`src/rtl/osd_status_udp_tx.sv`:
```
// Formats channel/angle/scale as a 23-byte ASCII status line and streams it as one UDP payload.
// Optional build macro STATUS_TX_CHANGE_ONLY_EN: timer sends only when the status changed since the last frame.
module osd_status_udp_tx #(
  parameter logic [31:0] PERIOD_CYCLES = 32'd125_000_000,
  parameter logic [15:0] PAYLOAD_LEN   = 16'd23
) (
  input  logic        sys_clk,
  input  logic        rst,
  input  logic        send_trig,
  input  logic [2:0]  channel_index,
  input  logic [8:0]  angle_num,
  input  logic [10:0] scale_value,
  output logic        udp_tx_req,
  input  logic        udp_tx_ack,
  output logic [15:0] udp_tx_len,
  output logic [7:0]  udp_tx_data,
  output logic        udp_tx_valid,
  input  logic        udp_tx_ready,
  output logic        udp_tx_last,
  output logic        tx_busy
);

  localparam int unsigned LAST_IDX  = 22;
  localparam int unsigned CONV_LAST = 30;

  typedef enum logic [1:0] {IDLE, CONV, REQ, SEND} state_t;

  state_t      state_q, state_d;
  logic [31:0] tmr_q, tmr_d;
  logic        pend_q, pend_d;
  logic [2:0]  ch_q, ch_d;
  logic [8:0]  ang_q, ang_d;
  logic [10:0] scl_q, scl_d;
  logic [4:0]  cnt_q, cnt_d;
  logic [4:0]  idx_q, idx_d;
  logic [8:0]  src_a_q, src_a_d;
  logic [6:0]  src_i_q, src_i_d;
  logic [13:0] src_f_q, src_f_d;
  logic [11:0] bcd_a_q, bcd_a_d;
  logic [11:0] bcd_i_q, bcd_i_d;
  logic [15:0] bcd_f_q, bcd_f_d;
  logic        req_q, req_d;
  logic [15:0] len_q, len_d;
  logic [7:0]  data_q, data_d;
  logic        valid_q, valid_d;
  logic        last_q, last_d;
  logic        busy_q, busy_d;
`ifdef STATUS_TX_CHANGE_ONLY_EN
  logic [22:0] cmp_q, cmp_d;
  logic        cmp_vld_q, cmp_vld_d;
`endif

  logic        wrap;
  logic        wrap_send;
  logic        pend_set;

  // One double-dabble step: add 3 to every digit >= 5, then shift in the next binary bit.
  function automatic logic [15:0] dd_step(input logic [15:0] bcd, input logic b);
    logic [15:0] adj;
    adj = bcd;
    for (int i = 0; i < 4; i++) begin
      if (adj[i*4 +: 4] >= 4'd5) adj[i*4 +: 4] = adj[i*4 +: 4] + 4'd3;
    end
    return {adj[14:0], b};
  endfunction

  function automatic logic [7:0] asc(input logic [3:0] d);
    return 8'h30 + {4'h0, d};
  endfunction

  always_comb begin
    state_d   = state_q;
    tmr_d     = tmr_q;
    pend_d    = pend_q;
    ch_d      = ch_q;
    ang_d     = ang_q;
    scl_d     = scl_q;
    cnt_d     = cnt_q;
    idx_d     = idx_q;
    src_a_d   = src_a_q;
    src_i_d   = src_i_q;
    src_f_d   = src_f_q;
    bcd_a_d   = bcd_a_q;
    bcd_i_d   = bcd_i_q;
    bcd_f_d   = bcd_f_q;
    req_d     = 1'b0;
    len_d     = 16'd0;
    data_d    = 8'd0;
    valid_d   = 1'b0;
    last_d    = 1'b0;
    busy_d    = 1'b0;
    wrap      = 1'b0;
    wrap_send = 1'b0;
    pend_set  = 1'b0;
`ifdef STATUS_TX_CHANGE_ONLY_EN
    cmp_d     = cmp_q;
    cmp_vld_d = cmp_vld_q;
`endif

    // Free-running period timer; a zero period disables it entirely.
    if (PERIOD_CYCLES != 32'd0) begin
      wrap  = (tmr_q == PERIOD_CYCLES - 32'd1);
      tmr_d = wrap ? 32'd0 : tmr_q + 32'd1;
    end else begin
      tmr_d = 32'd0;
    end

`ifdef STATUS_TX_CHANGE_ONLY_EN
    wrap_send = wrap && (!cmp_vld_q || ({channel_index, angle_num, scale_value} != cmp_q));
`else
    wrap_send = wrap;
`endif
    pend_set = send_trig | wrap_send;
    pend_d   = pend_q | pend_set;

    case (state_q)
      IDLE: begin
        if (pend_q) begin
          pend_d  = pend_set;
          ch_d    = channel_index;
          ang_d   = angle_num;
          scl_d   = scale_value;
          cnt_d   = 5'd0;
          state_d = CONV;
        end
      end
      CONV: begin
        // Step 0 loads the sources; then 9 angle, 7 integer and 14 fraction shifts in turn.
        if (cnt_q == 5'd0) begin
          src_a_d = ang_q;
          src_i_d = scl_q[10:4];
          src_f_d = 14'(scl_q[3:0]) * 14'd625;
          bcd_a_d = 12'd0;
          bcd_i_d = 12'd0;
          bcd_f_d = 16'd0;
        end else if (cnt_q <= 5'd9) begin
          bcd_a_d = 12'(dd_step({4'd0, bcd_a_q}, src_a_q[8]));
          src_a_d = {src_a_q[7:0], 1'b0};
        end else if (cnt_q <= 5'd16) begin
          bcd_i_d = 12'(dd_step({4'd0, bcd_i_q}, src_i_q[6]));
          src_i_d = {src_i_q[5:0], 1'b0};
        end else begin
          bcd_f_d = dd_step(bcd_f_q, src_f_q[13]);
          src_f_d = {src_f_q[12:0], 1'b0};
        end
        cnt_d = cnt_q + 5'd1;
        if (cnt_q == 5'(CONV_LAST)) state_d = REQ;
      end
      REQ: begin
        if (udp_tx_ack) begin
          idx_d   = 5'd0;
          state_d = SEND;
        end
      end
      SEND: begin
        if (valid_q && udp_tx_ready) begin
          if (idx_q == 5'(LAST_IDX)) begin
            state_d = IDLE;
`ifdef STATUS_TX_CHANGE_ONLY_EN
            cmp_d     = {ch_q, ang_q, scl_q};
            cmp_vld_d = 1'b1;
`endif
          end else begin
            idx_d = idx_q + 5'd1;
          end
        end
      end
      default: state_d = IDLE;
    endcase

    // Outputs are registered from the next state so they line up with it.
    req_d   = (state_d == REQ);
    len_d   = req_d ? PAYLOAD_LEN : 16'd0;
    valid_d = (state_d == SEND);
    last_d  = valid_d && (idx_d == 5'(LAST_IDX));
    busy_d  = (state_d != IDLE);
    if (valid_d) begin
      case (idx_d)
        5'd0:    data_d = 8'h43;
        5'd1:    data_d = 8'h48;
        5'd2:    data_d = 8'h3D;
        5'd3:    data_d = asc({1'b0, ch_q});
        5'd4:    data_d = 8'h20;
        5'd5:    data_d = 8'h41;
        5'd6:    data_d = 8'h3D;
        5'd7:    data_d = asc(bcd_a_q[11:8]);
        5'd8:    data_d = asc(bcd_a_q[7:4]);
        5'd9:    data_d = asc(bcd_a_q[3:0]);
        5'd10:   data_d = 8'h20;
        5'd11:   data_d = 8'h53;
        5'd12:   data_d = 8'h3D;
        5'd13:   data_d = asc(bcd_i_q[11:8]);
        5'd14:   data_d = asc(bcd_i_q[7:4]);
        5'd15:   data_d = asc(bcd_i_q[3:0]);
        5'd16:   data_d = 8'h2E;
        5'd17:   data_d = asc(bcd_f_q[15:12]);
        5'd18:   data_d = asc(bcd_f_q[11:8]);
        5'd19:   data_d = asc(bcd_f_q[7:4]);
        5'd20:   data_d = asc(bcd_f_q[3:0]);
        5'd21:   data_d = 8'h0D;
        5'd22:   data_d = 8'h0A;
        default: data_d = 8'h00;
      endcase
    end
  end

  always_ff @(posedge sys_clk) begin
    if (rst) begin
      state_q   <= IDLE;
      tmr_q     <= 32'd0;
      pend_q    <= 1'b0;
      ch_q      <= 3'd0;
      ang_q     <= 9'd0;
      scl_q     <= 11'd0;
      cnt_q     <= 5'd0;
      idx_q     <= 5'd0;
      src_a_q   <= 9'd0;
      src_i_q   <= 7'd0;
      src_f_q   <= 14'd0;
      bcd_a_q   <= 12'd0;
      bcd_i_q   <= 12'd0;
      bcd_f_q   <= 16'd0;
      req_q     <= 1'b0;
      len_q     <= 16'd0;
      data_q    <= 8'd0;
      valid_q   <= 1'b0;
      last_q    <= 1'b0;
      busy_q    <= 1'b0;
`ifdef STATUS_TX_CHANGE_ONLY_EN
      cmp_q     <= 23'd0;
      cmp_vld_q <= 1'b0;
`endif
    end else begin
      state_q   <= state_d;
      tmr_q     <= tmr_d;
      pend_q    <= pend_d;
      ch_q      <= ch_d;
      ang_q     <= ang_d;
      scl_q     <= scl_d;
      cnt_q     <= cnt_d;
      idx_q     <= idx_d;
      src_a_q   <= src_a_d;
      src_i_q   <= src_i_d;
      src_f_q   <= src_f_d;
      bcd_a_q   <= bcd_a_d;
      bcd_i_q   <= bcd_i_d;
      bcd_f_q   <= bcd_f_d;
      req_q     <= req_d;
      len_q     <= len_d;
      data_q    <= data_d;
      valid_q   <= valid_d;
      last_q    <= last_d;
      busy_q    <= busy_d;
`ifdef STATUS_TX_CHANGE_ONLY_EN
      cmp_q     <= cmp_d;
      cmp_vld_q <= cmp_vld_d;
`endif
    end
  end

  assign udp_tx_req   = req_q;
  assign udp_tx_len   = len_q;
  assign udp_tx_data  = data_q;
  assign udp_tx_valid = valid_q;
  assign udp_tx_last  = last_q;
  assign tx_busy      = busy_q;

endmodule

```
`config.mk`:
```
export PLATFORM = sky130hd
export DESIGN_NAME = osd_status_udp_tx
export DESIGN_NICKNAME = d
export VERILOG_FILES = /design/src/rtl/osd_status_udp_tx.sv
export SDC_FILE = /design/constraint.sdc
export NUM_CORES = 1
export LEC_CHECK = 0
export BUFFER_PORTS_ARGS = -buffer_cell sky130_fd_sc_hd__buf_4
export CAP_MARGIN = 20
export CORE_MARGIN = 2
export CORE_UTILIZATION = 45
export CTS_BUF_LIST = sky130_fd_sc_hd__clkbuf_8
export DETAILED_ROUTE_END_ITERATION = 10
export GPL_TIMING_DRIVEN = 1
export HOLD_SLACK_MARGIN = 0.08
export PLACE_DENSITY_LB_ADDON = 0.12
export REMOVE_ABC_BUFFERS = 1
export SLEW_MARGIN = 0
export SYNTH_ARGS = -nofsm -noshare
export SYNTH_HDL_FRONTEND = slang
export SYNTH_SLANG_ARGS = --single-unit
```
`constraint.sdc`:
```
create_clock -name sys_clk -period 2.7 [get_ports sys_clk]
set_input_delay 0.405 -clock sys_clk [delete_from_list [all_inputs] [get_ports sys_clk]]
set_output_delay 0.405 -clock sys_clk [all_outputs]
set_load 0.005 [all_outputs]
```
* Yosys cells after proc, flatten, opt, wreduce, memory -nomap -nowiden
Index checks and enable logic that the tools add are counted.
** Storage, ports and cells
- Register bits after elaboration :: 166
- Bits of input ports :: 28
- Output and inout port bits :: 28
- Logic and storage cells :: 153
** Cells by class
- Add/sub/neg operators :: 24
- Multiply operators :: 1
- Order comparisons :: 12
- Eq/ne operators :: 33
- Muxes and demuxes :: 42
- Bitwise operators :: 3
- Reductions and logical operators :: 18
** Operators by type and width (count)
- 7-bit case mux with 20 select lines :: 1
- 6-bit by 4-bit adder with 7-bit output, first input constant :: 10
- 12-bit 2-to-1 mux :: 5
- 16-bit 2-to-1 mux :: 3
- 5-bit equality test, second input constant :: 9
- 14-bit 2-to-1 mux :: 3
- 5-bit by 4-bit equality test with 1-bit output, second input constant :: 8
- 4-bit by 3-bit greater-or-equal comparator with 1-bit output, second input constant :: 10
- 32-bit by 1-bit adder with 32-bit output, second input constant :: 1
- 32-bit by 27-bit equality test with 1-bit output, second input constant :: 1
- 4-bit by 2-bit adder with 4-bit output, second input constant :: 7
- 4-bit 2-to-1 mux :: 7
- 5-bit 2-to-1 mux :: 5
- 7-bit 2-to-1 mux :: 3
- 5-bit by 3-bit equality test with 1-bit output, second input constant :: 4
- 5-bit case mux with 2 select lines :: 2
- 9-bit 2-to-1 mux :: 2
- 4-bit by 10-bit multiplier with 14-bit output, second input constant :: 1
- 5-bit by 1-bit adder with 5-bit output, second input constant :: 2
- 5-bit by 2-bit equality test with 1-bit output, second input constant :: 2
- 5-bit logical NOT :: 2
- 2-bit 2-to-1 mux :: 5
- 3-bit by 2-bit adder with 3-bit output, second input constant :: 3
- 3-bit 2-to-1 mux :: 3
- other kinds (18) :: 34

* Logic depth before layout (Yosys ltp)
Gate-level depths: netlist of run 1.
- Word-level depth :: 7
- Mapped depth :: 13
- Depth with buffers taken out :: 12

* Worst setup path after synthesis of run 1
OpenSTA, ideal clock, no wires.
- Path kind :: register to register
- From :: register scl_q[2]
- To :: register src_f_q[12]
- Library setup time :: 0.128 ns
- Arrival :: 2.721 ns
- Data required time :: 2.572 ns
- Slack :: -0.149 ns
- Stages on the path, launching flop included :: 12
- Path buffers :: 0
- Period minus slack after synthesis :: 2.849 ns
- Path through :: dfxtp_1 > fa_1 > ha_1 > fa_1 > a21o_1 > a21oi_1 > nor2b_1 > o21ai_0 > xor2_1 > a211oi_1 > a21oi_1 > nor2_1
** On the way
- Word-level cells in the longest chain between the ends :: 2
** Ends and longest elaborated chain
- start: declaration :: line 33 : logic [10:0] scl_q, scl_d;
- start signal: assignment :: line 239 : scl_q <= scl_d;
- 4-bit by 10-bit multiplier with 14-bit output :: line 132 : src_f_d = 14'(scl_q[3:0]) * 14'd625;
- 14-bit 2-to-1 mux :: line 129 : if (cnt_q == 5'd0) begin
- end signal: assignment :: line 244 : src_f_q <= src_f_d;
- end: declaration :: line 38 : logic [13:0] src_f_q, src_f_d;
No other way between the ends.
A chain may end at the register's enable or synchronous reset.

* Worst setup path after layout of run 1
- From :: register scl_q[2]
- To :: register src_f_q[11]
The elaborated chain is that of the path after synthesis.

==> results of run 1 <==
stage by stage:
| stage | std cells | total power, mW | TNS (ns) | instance area (sq um) |
|---|---|---|---|---|
| 3_3_place_gp | 1238 | 2.71 | -0.120 | 8620 |
| 6_report | 1273 | 4.42 | 0 | 9120 |
| 3_5_place_dp | 1238 | 2.71 | -0.220 | 8620 |
| 2_1_floorplan | 918 | 2.55 | -38.29 | 7610 |
| 4_1_cts | 1270 | 4.47 | 0 | 9040 |
| 5_1_grt | 1273 | 4.62 | -0.0663 | 9120 |
state kept, by name, indices dropped and copies added, names as in the netlist, 2 cells and up:
name,flops
ch_q,3
bcd_f_q,16
src_i_q,7
ang_q,9
src_a_q,9
cnt_q,5
state_q,2
src_f_q,14
tmr_q,32
bcd_a_q,12
scl_q,11
bcd_i_q,12
idx_q,5
udp_tx_data,7
cells by family (layout without fill, tap and decap cells):
group           after synthesis  after routing
flops                       149            149
simple gates                392            392
other cells                   1             13
mux                          20             20
fa+ha+maj                    46             46
compound gates              218            218
xor+xnor                     48             48
buf+inv                     102            162
worst paths after layout:
check / start / endpoint / slack, ns / depth (start not counted)
min reg2reg: scl_q[10]$_SDFFE_PP0P_ / scl_q[10]$_SDFFE_PP0P_ / 0.46 / 2
min: scale_value[1] / scl_q[1]$_SDFFE_PP0P_ / 0.17 / 3
max reg2reg: scl_q[2]$_SDFFE_PP0P_ / src_f_q[11]$_SDFFE_PP0P_ / 0.13 / 12
max: scl_q[2]$_SDFFE_PP0P_ / src_f_q[11]$_SDFFE_PP0P_ / 0.13 / 12
power breakdown:
part	internal, mW	leakage (nW)	switching (mW)
Combinational	0.149	2.17	0.234
Sequential	2.25	1.21	0.0355
Clock	0.854	0.198	0.896
Total	3.25	3.57	1.17
layout make-up:
class                           instances  area [sq um]
Clock buffer                           18           248
Clock inverter                         14           153
Fill cell                            1647          8120
Inverter                               32           120
Multi-Input combinational cell        737          4580
Sequential cell                       149          2990
Tap cell                              225           282
Timing Repair Buffer                   98           748
routing by layer:
layer | vias up | track usage, % | part of all wire [%]
met5 | - | 0 | 0
met2 | 112 | 31.5 | 46
met3 | 26 | 4.41 | 3.2
met4 | 0 | 7.18 | 1.9
met1 | 3162 | 26.1 | 49
li1 | 3504 | - | -
cell usage in the layout, fill, tap and decap left out, types with 18 or more instances in the layout:
cell type and n:
mux2i_1 20, xnor2_1 23, a21oi_1 96, inv_1 33, dfxtp_1 146, nor2_1 141, nand2_1 89, buf_4 97
a22oi_1 19, nand3_1 35, o21ai_0 32, xor2_1 25, nor3_1 35, ha_1 38, clkbuf_8 18
critical path: cells and delay by family, from the launching register on:
family                     cells  cell delay [ns]
adders and majority gates      3             1.00
DFF                            1             0.37
and+or+nand+nor                2             0.12
buffers and inverters          1             0.14
AOI/OAI and AO/OA              6             0.81
repair_timing:
| action | in CTS | in global routing |
|---|---|---|
| hold buffers | 0 | 0 |
| pin swaps | 1 | 11 |
| gates resized for setup | 7 | 12 |
| buffers inserted | 0 | 3 |
| endpoints found under the setup margin | 3 | 8 |
==> impl_metrics.json, run 1 <==
{
  "post-place-ws_ns": -0.116,
  "synth_edf_count": 0,
  "synthAdderAreaFrac_pct": 7.55,
  "crit_arrival_ns": 2.91,
  "synth.yosys.warnings": 0,
  "grtUsageTotal_pct": 19.7,
  "nets": 1109,
  "clock-root-buffer": "clkbuf_8",
  "diodes": 0,
  "first_iter_violations": 499,
  "hp-class": "input pin to flip-flop",
  "ir_drop_uv": 321,
  "netlist_area_sq_mm": 0.00792,
  "synthDominantCellAreaShare_pct": 37.7,
  "relSlewSlack_pct": 44.0,
  "synth.yosys.seq_area_share_pct": 37.7,
  "finClkSkew_ns": 0.0105,
  "path_class": "flip-flop to flip-flop",
  "port_buffers": 42,
  "synth-simple-area-share_pct": 23.4,
  "syn-instance-count": 976,
  "drt_wl_total_um": 17700,
  "overflow": 0,
  "die_h_um": 137,
  "first_pass_iters": 5,
  "antenna_found_initial": 0,
  "core_area_sq_mm": 0.0172,
  "p_leak_nw": 3.57,
  "synth_compound_area_share_pct": 17.5,
  "syn2layout_area_growth_pct": 15.1,
  "insertion_delay_ns": 0.46,
  "cts_htree_levels": 4,
  "rsz0062_at_grt": "true",
  "cts_buffer_depth": 2,
  "async_flop_share_pct": 0,
  "min_period_ns": 2.57,
  "clock-sinks": 149,
  "cts_tree": "done",
  "outcome": "completed",
  "path_max_fanout": 4,
  "place_hpwl_um": 12200,
  "synth_top_family_by_area": "simple AND/OR/NAND/NOR gates",
  "p_per_area_mw_per_mm2": 484,
  "cp_slowest_stage_delay_ns": 0.57,
  "vias": 6804,
  "grt_start_max_net_pins": 106,
  "synth_top_area_cell": "dfxtp_1",
  "num_rows": 48,
  "vias_per_cell": 5.34,
  "cp-start-kind": "flip-flop",
  "crit_path_frequent_cell": "ha_4",
  "synth-xor-area-share_pct": 5.31,
  "finalSetupViolCount": 0,
  "clock.fmax_mhz": 388,
  "whs_ns": 0.172,
  "io_pins": 56,
  "yosysMostFrequentCell": "dfxtp_1",
  "fin_util_pct": 52.9,
  "drive_gt1_share_pct": 15.5,
  "syn_area_per_cell_sq_um": 8.12,
  "drv_slew": 0,
  "clkSlewWorstSetupHoldPaths_ns": 0.09,
  "grt_pass1_wl_um": 29500,
  "synth_area_leaders": "dfxtp_1, ha_1, nor2_1",
  "numCtsBuffers": 17,
  "required_ns": 3.03,
  "grt_pass1_vias": 6173,
  "slowest_stage": "fa_1",
  "ant_nets": 0,
  "finalWorstSetupSlack_ns": 0.126,
  "finalCritPeriodShare_pct": 95.3,
  "worst_pin_slew_ns": 0.838,
  "dieArea_sq_mm": 0.0187,
  "synth_cell_types": 70,
  "synth_seq_cells": 149,
  "wl_per_cell_um": 13.9,
  "initial_core_util_pct": 46.0,
  "drc": 0,
  "synth.top_cells.by_count": "dfxtp_1, nor2_1, a21oi_1",
  "finalHoldViolCount": 0,
  "synthFlopType": "dfxtp_1",
  "end_kind": "flip-flop",
  "synthMuxAreaShare_pct": 2.53,
  "cap_violations": 0,
  "die_w_um": 137,
  "crit_chain": "fa_1, ha_4, buf_4, ha_4, a21o_1, a21oi_2, nor2b_1, o21a_1, o21ai_2, nand2_1, o211ai_1, a21oi_1",
  "finalWeightedCongestion": 0.865
}
Note: power is estimated with default switching activity, not from simulation.
==> run 2, diff against run 1 <==
- CORE_MARGIN: 2 -> 4
- GPL_TIMING_DRIVEN: 1 -> not set
- SETUP_SLACK_MARGIN: not set -> 0.5
==> run 2 against run 1 <==
Clock skew rose by 0.0062 ns. Maximum frequency rose by 0.69%. Die area rose by 5.9%. Critical endpoint is now src_f_q[12]$_SDFFE_PP0P_. Largest cell class unchanged. Highest routed layer unchanged.
==> impl_metrics.json, run 2 (same netlist as run 1, synthesis figures left out) <==
{
  "end_kind": "flip-flop",
  "crit_arrival_ns": 2.86,
  "min_period_ns": 2.56,
  "finalHoldViolCount": 0,
  "grt_pass1_vias": 6334,
  "finalCritPeriodShare_pct": 94.7,
  "layout_common_cells": "nor2_1, dfxtp_1, buf_4, a21oi_1, nand2_1",
  "port_buffers": 42,
  "p_leak_nw": 3.72,
  "finalWeightedCongestion": 0.850,
  "required_ns": 3.01,
  "io_pins": 56,
  "whs_ns": 0.181,
  "drv_slew": 0,
  "cts_htree_levels": 4,
  "dieArea_sq_mm": 0.0198,
  "clock.fmax_mhz": 391,
  "insertion_delay_ns": 0.45,
  "vias_per_cell": 5.38,
  "ant_nets": 0,
  "overflow": 0,
  "wl_per_cell_um": 14.4,
  "cp_num_buf_inv": 0,
  "nets": 1121,
  "core_area_sq_mm": 0.0173,
  "die_h_um": 141,
  "cap_violations": 0,
  "top_regs": "tmr_q x32, bcd_f_q x16, src_f_q x14",
  "drt_wl_total_um": 18500,
  "vias": 6908,
  "clock-root-buffer": "clkbuf_8",
  "drc": 0,
  "hp-class": "input pin to flip-flop",
  "fin_tns_setup_ns": 0,
  "rsz0062_at_grt": "true",
  "finClkSkew_ns": 0.0167,
  "ir_drop_uv": 431,
  "largest_register_ff_count": 32,
  "path_class": "flip-flop to flip-flop",
  "cp_top_family": "adder cells",
  "syn2layout_area_growth_pct": 20.0,
  "place_hpwl_um": 12400,
  "cts_buffer_depth": 2,
  "postCtsHoldBufs": 0,
  "grtUsageTotal_pct": 18.3,
  "clock-sinks": 149,
  "grt_pass1_wl_um": 30500,
  "numCtsBuffers": 17,
  "grt_start_max_net_pins": 54,
  "num_rows": 48,
  "slowest_stage": "fa_1",
  "cp_slowest_stage_delay_ns": 0.58,
  "top_register": "tmr_q",
  "diodes": 0,
  "final_common_cell": "nor2_1",
  "die_w_um": 141,
  "finalWorstSetupSlack_ns": 0.143,
  "post-place-ws_ns": -0.101,
  "first_iter_violations": 439,
  "finalSetupViolCount": 0,
  "relSlewSlack_pct": 59.4,
  "cts_tree": "done",
  "drive_gt1_share_pct": 21.3,
  "outcome": "completed",
  "p_per_area_mw_per_mm2": 470,
  "cp-start-kind": "flip-flop",
  "path_max_fanout": 2,
  "initial_core_util_pct": 45.8,
  "clkSlewWorstSetupHoldPaths_ns": 0.09,
  "first_pass_iters": 5,
  "crit_chain": "fa_1, ha_4, fa_2, a21o_1, a21oi_2, nor2b_1, o21ai_1, xor2_1, a211oi_1, a21oi_1, nor2_1",
  "worst_pin_slew_ns": 0.609,
  "antenna_found_initial": 0
}
-- run 2: final cells by class --
cell class | count | area (sq um)
fill | 1654 | 7790
multi-input combinational | 737 | 4830
sequential | 149 | 3000
timing repair buffer | 110 | 865
tap | 225 | 282
clock buffer | 17 | 234
clock inverter | 15 | 169
inverter | 32 | 120
-- run 2: worst reg2reg max path: stages, from the launching register on --
cell      delay, ns
dfxtp_2        0.34
fa_1           0.58
ha_4           0.21
fa_2           0.34
a21o_1         0.20
a21oi_2        0.14
nor2b_1        0.06
o21ai_1        0.15
xor2_1         0.15
a211oi_1       0.08
a21oi_1        0.12
nor2_1         0.05
-- run 2: power by group --
part | switching [mW] | internal, mW
combinational | 0.237 | 0.153
sequential | 0.0352 | 2.25
clock | 0.942 | 0.849
-- run 2: path summary, 6_finish.rpt --
check	from	to	slack, ns	cells past startpoint
max	scl_q[3]$_SDFFE_PP0P_	src_f_q[12]$_SDFFE_PP0P_	0.14	11
max reg2reg	scl_q[3]$_SDFFE_PP0P_	src_f_q[12]$_SDFFE_PP0P_	0.14	11
min reg2reg	ang_q[5]$_SDFFE_PP0P_	ang_q[5]$_SDFFE_PP0P_	0.46	2
min	send_trig	pend_q$_SDFF_PP0_	0.18	3
-- run 2: what timing repair did --
action                                  CTS  global route
endpoints found under the hold margin     0             0
endpoints found under the setup margin   19            39
pin swaps                                23             9
gates resized for setup                  53            41
buffers inserted                         11             7
-- run 2: per-layer routing --
metal / vias up / share of wire [%] / GRT usage [%]
met5: - / 0 / 0
met4: 0 / 1.3 / 5.35
met3: 19 / 3.9 / 4.10
met2: 108 / 48 / 30.2
met1: 3253 / 47 / 24.2
li1: 3528 / - / -
-- run 2: through the flow --
step / cells / util, % / power [mW] / instance area [sq um]
4_1_cts: 1278 / 53.7 / 4.52 / 9290
5_1_grt: 1285 / 54.9 / 4.67 / 9500
3_5_place_dp: 1235 / 49.6 / 2.72 / 8580
2_1_floorplan: 918 / - / 2.55 / 7610
3_3_place_gp: 1235 / 49.6 / 2.71 / 8580
6_report: 1285 / 54.9 / 4.47 / 9500
